[src/rtl/adc_avg_monitor.sv]
// adc_avg_monitor: periodic snapshot and box-car average of NCH ADC channels.
// Define ADC_AVG_ALARM_LATCH_EN to make alarm_hi sticky until alarm_clr.
module adc_avg_monitor #(
  parameter int NCH        = 7,
  parameter int WIDTH      = 12,
  parameter int AVG_LOG2   = 3,
  parameter int SAMPLE_DIV = 128
) (
  input  logic             c1m,
  input  logic             rst,
  input  logic             enable,
  input  logic [WIDTH-1:0] adc_data [NCH],
  input  logic [WIDTH-1:0] thresh_hi,
  input  logic             alarm_clr,
  output logic [WIDTH-1:0] avg_data [NCH],
  output logic             avg_valid,
  output logic [NCH-1:0]   alarm_hi,
  output logic             busy
);

  localparam int AW = WIDTH + AVG_LOG2;
  localparam logic [15:0] DIV_END = 16'(SAMPLE_DIV - NCH - 2);
  localparam logic [2:0]  IDX_END = 3'(NCH - 1);

  typedef enum logic [1:0] {
    S_IDLE,
    S_WAIT,
    S_SCAN,
    S_DONE
  } state_t;

  state_t state, state_nxt;

  logic [AW-1:0]       acc [NCH];
  logic [AVG_LOG2-1:0] cnt;
  logic [15:0]         div;
  logic [2:0]          idx;
  logic                publish;
  logic [NCH-1:0]      above;

  assign publish = (state == S_DONE) && (&cnt);

  // State register
  always_ff @(posedge c1m or posedge rst) begin
    if (rst) state <= S_IDLE;
    else     state <= state_nxt;
  end

  // Next-state: WAIT paces the period, SCAN walks the channels
  always_comb begin
    state_nxt = state;
    unique case (state)
      S_IDLE: if (enable) state_nxt = S_WAIT;
      S_WAIT: begin
        if (!enable)             state_nxt = S_IDLE;
        else if (div == DIV_END) state_nxt = S_SCAN;
      end
      S_SCAN: if (idx == IDX_END) state_nxt = S_DONE;
      S_DONE: state_nxt = enable ? S_WAIT : S_IDLE;
      default: state_nxt = S_IDLE;
    endcase
  end

  // Outputs decoded from state
  always_comb begin
    busy = (state == S_SCAN) || (state == S_DONE);
  end

  // Per-channel averages compared against the threshold
  always_comb begin
    above = '0;
    for (int n = 0; n < NCH; n++)
      above[n] = acc[n][AW-1:AVG_LOG2] > thresh_hi;
  end

  // Divider, channel index, window count and accumulators
  always_ff @(posedge c1m or posedge rst) begin
    if (rst) begin
      div <= '0;
      cnt <= '0;
      idx <= '0;
      for (int n = 0; n < NCH; n++) acc[n] <= '0;
    end else begin
      unique case (state)
        S_IDLE: begin
          div <= '0;
          cnt <= '0;
          idx <= '0;
          for (int n = 0; n < NCH; n++) acc[n] <= '0;
        end
        S_WAIT: begin
          div <= div + 16'd1;
          idx <= '0;
        end
        S_SCAN: begin
          idx <= idx + 3'd1;
          for (int n = 0; n < NCH; n++)
            if (idx == 3'(n))
              acc[n] <= acc[n] + AW'(adc_data[n]);
        end
        S_DONE: begin
          div <= '0;
          if (&cnt) begin
            cnt <= '0;
            for (int n = 0; n < NCH; n++) acc[n] <= '0;
          end else begin
            cnt <= cnt + 1'b1;
          end
        end
        default: div <= '0;
      endcase
    end
  end

  // Publish averages, valid strobe and alarms
  always_ff @(posedge c1m or posedge rst) begin
    if (rst) begin
      avg_valid <= 1'b0;
      alarm_hi  <= '0;
      for (int n = 0; n < NCH; n++) avg_data[n] <= '0;
    end else begin
      avg_valid <= publish;
      if (publish)
        for (int n = 0; n < NCH; n++)
          avg_data[n] <= acc[n][AW-1:AVG_LOG2];
`ifdef ADC_AVG_ALARM_LATCH_EN
      alarm_hi <= (alarm_hi & ~{NCH{alarm_clr}})
                | (above & {NCH{publish}});
`else
      if (publish) alarm_hi <= above;
`endif
    end
  end

`ifndef ADC_AVG_ALARM_LATCH_EN
  logic clr_unused;
  assign clr_unused = alarm_clr;
`endif

endmodule

[config.mk]
export PLATFORM = sky130hd
export DESIGN_NAME = adc_avg_monitor
export DESIGN_NICKNAME = d
export VERILOG_FILES = /design/src/rtl/adc_avg_monitor.sv
export SDC_FILE = /design/constraint.sdc
export NUM_CORES = 1
export LEC_CHECK = 0
export CAP_MARGIN = 20
export CORE_UTILIZATION = 60
export DETAILED_ROUTE_END_ITERATION = 8
export PLACE_DENSITY = 0.84
export SETUP_SLACK_MARGIN = 0.3
export SYNTH_ARGS = -nofsm -noshare
export SYNTH_HDL_FRONTEND = slang
export SYNTH_SLANG_ARGS = --single-unit
[constraint.sdc]
create_clock -name c1m -period 17.3 [get_ports c1m]
set_input_delay 2.595 -clock c1m [delete_from_list [all_inputs] [get_ports c1m]]
set_output_delay 2.595 -clock c1m [all_outputs]
set_load 0.02 [all_outputs]
==> metrics.md <==
| Metric | Value |
|---|---|
| Gate Count Post-Synth | 1449 |
| Least-Margin Pin Slew | between 900 and 1000 ps |
| CP arrival | 2750 ps |
| Global-route wire length before repair | 59800 µm |
| Post-layout min period | approximately 5300 ps |
| Clk_skew | 16.9 ps |
| PostCTS Resize Cnt | 0 |
| R2R cell count | 7 |
| Routability cong. | 0.939 |
| Clock slew at reported path FFs | around 60 ps |
| Filler cell count | between 1500 and 2000 |
| Max-slew violations | 0 |
| Total of max-cap violations | 0 |
| Yosys cell types | 74 |
| Cts bufs inserted | 26 |
| Hold Crit Start | acc[0] |
| Starting DRT DRC Count | 597 |
| Post-Syn Area | around 0.014 mm² |
| Crit end category | primary output |
| DIE AREA | 0.0246 mm² |
| Top cell type's share of synthesized area | 38.4% |
| Initial antenna violation count | 0 |
| Fin nets | about 1900 |
| Register area | 0.00553 mm² |
| Final Cycle Share | 30.9% |
| Final WS setup | 11950 ps |
| Status | finished clean |
| # IOs | 193 |
| Layout Cells excl Fill | 1977 |
| Leak | 8.39 nW |
| Final TNS setup | 0 ps |
| Final wirelength | 37600 µm |
| Cts hold-fix bufs | 0 |
| Tot Pwr | 1.63 mW |
| CTS Root Cell | clkbuf_16 |
| Die X | 157 µm |
| Cell taking the most area after synthesis | dfrtp_1 |
| Post-placement cell count | 1929 |
| Footprint of the multi-input gates | 0.00849 mm² |
| Clock Latency Late Sink | between 500 and 600 ps |
| Top cells by count, synth | dfrtp_1, ha_1, nand2_1, a21oi_1, o21ai_0 |
| Critical Path RT | 14700 ps |
| Clock Sinks | approximately 220 |
| Number of global-route vias before repair | 11900 |
| DRC viols | 0 |
| PortBufs | 191 |
| Starting Density | between 60% and 70% |
| Delay of the slowest critical-path stage | 700 ps |
| Slowest cell on crit path | ha_1 |
| VDD IR max | 0.0000734 V |
| Pre-CTS WS | approximately 12000 ps |
| Die height | 157 µm |
| Core ar. | 0.0235 mm² |
| Synthesized netlist net count | 1740 |
| Flop-to-flop setup slack | 13920 ps |
| TritonCTS clock tree | done |
| Worst R2R End | acc[5] |
| P&R area growth vs syn | 21.5% |
| Count leader, synth | dfrtp_1 |
| Final hold vios | 0 |
| Via Count | 12100 |
| CP endpoint | busy |
| Max Freq | 0.187 GHz |
| Setup Viol. Count Final | 0 |
| Slew HR | roughly 39% |
| Critical path type | reg -> out |
| Post-CTS Setup Bufs | 0 |
| Cell Pwr Density | 93.0 mW/mm² |
| Total GRT Usage | 30.9% |
| Hpwl dp | 27200 µm |
| Seq/Total Area, Yosys | 38.4% |
| Asr flop ratio synth | 100% |
| Min-Delay Path Class | reg -> reg |
| FP Rows | 56 |
| CP startpoint | state[0] |
| Antenna Violating Nets Remaining | 0 |
| Ys flop type | dfrtp_1 |
| Number of synthesized register bits | 221 |
| Worst Hold Margin | 469 ps |
| H-Tree Depth | 1 |
| Largest net degree at the start of global routing | 146 |
| Synthesized area per cell | roughly 9.9 µm² |
| First drt pass iteration count | 5 |
| EDFF count, synth | 0 |
| WL/cell | 19.0 µm |
| Ys Warns | 0 |
| Critical path fanouts, max | 13 |
| Unrepaired setup endpoints after global routing | false |
| RR Startpoint | state[0] |
| Total grt overflow | 0 |
| Vias per cell | 6.13 |
| CP startpoint kind | flop |
| Fraction of layout cells with a size suffix above 1 | 8.57% |
| CP Cell Sequence | inv_1 > ha_1 > or2_2 > clkdlybuf4s50_1 |
| Ranking of synthesized cells by area | dfrtp_1, ha_1, mux2_2 |
| Longest Clk Path Bufs | 3 |
[final cells by class]
type	instances	share of cell area, %
Tap cell	319	2.28
Timing Repair Buffer	198	11.4
Clock buffer	41	4.45
Antenna cell	1	0.0143
Clock inverter	4	0.257
Inverter	66	1.46
Multi-Input combinational cell	1127	48.5
Sequential cell	221	31.6
[routing by layer]
metal	GRT usage, %	part of all wire [%]
met5	0	0
met2	51.8	48
met3	4.65	6.5
met4	11.9	3.6
met1	40.3	42
[state kept, by name, indices dropped and copies added (netlist names), named ones only]
register,cells
idx,3
acc,105
div,16
cnt,3
avg_data,84
avg_valid,1
state,1
alarm_hi,7
[worst min-delay path by stage]
stage	end	slack [ps]	cells after the start
final	acc[0]	470	2
after global routing	acc[0]	510	2
after CTS	acc[0]	470	2
after detailed placement	acc[0]	460	2
after global placement	acc[0]	450	2
after floorplan	acc[0]	440	2
[worst max-delay path, delay by kind of cell, from the launching register on]
family | cells | cell delay (ps)
buffers and inverters | 2 | 800
adder cells (fa/ha/maj) | 1 | 700
flip-flops | 1 | 450
AND/OR/NAND/NOR | 1 | 260
[cell usage in the layout (no fill, tap or decap), drive strengths merged, types with 5 or more instances in the layout]
cell	count
a31oi	6
o31a	5
o22ai	12
xnor2	35
a32o	5
clkbuf	41
inv	66
or2	6
buf	7
nor2b	29
a22o	27
mux2	74
ha	184
nand2	129
a211oi	17
clkdlybuf4s50	191
o21ai	99
a21oi	96
and3	11
or4	8
o31ai	14
and2	10
o221a	5
o21bai	7
dfrtp	221
o311ai	7
or3	13
fa	7
o211ai	13
nor3	12
nand4	24
o21a	15
nand2b	23
a21o	41
mux2i	5
a2111oi	6
xor2	39
nand3	35
nor2	72
[cell families (layout without fill, tap and decap cells)]
| logic type | after synthesis | count (layout) | synth area share [%] |
|---|---|---|---|
| fa+ha+maj | 191 | 191 | 17.0 |
| other cells | 0 | 1 | 0 |
| simple gates | 384 | 384 | 13.0 |
| flops | 221 | 221 | 38.4 |
| xor+xnor | 74 | 74 | 4.50 |
| compound gates | 399 | 399 | 18.3 |
| buf+inv | 101 | 309 | 2.70 |
| mux | 79 | 79 | 6.13 |
[stage by stage]
stage / util [%] / cell area, µm²
final: 74.4 / 17500
after global routing: 74.4 / 17500
after CTS: 74.1 / 17400
after detailed placement: 70.6 / 16600
after global placement: 70.6 / 16600
after floorplan: - / 14400
[power by group]
part / total (mW) / internal [mW] / switching (mW)
Combinational: 0.513 / 0.180 / 0.332
Sequential: 0.585 / 0.548 / 0.0373
Clock: 0.530 / 0.320 / 0.210
(Power assumes the default switching activity.)
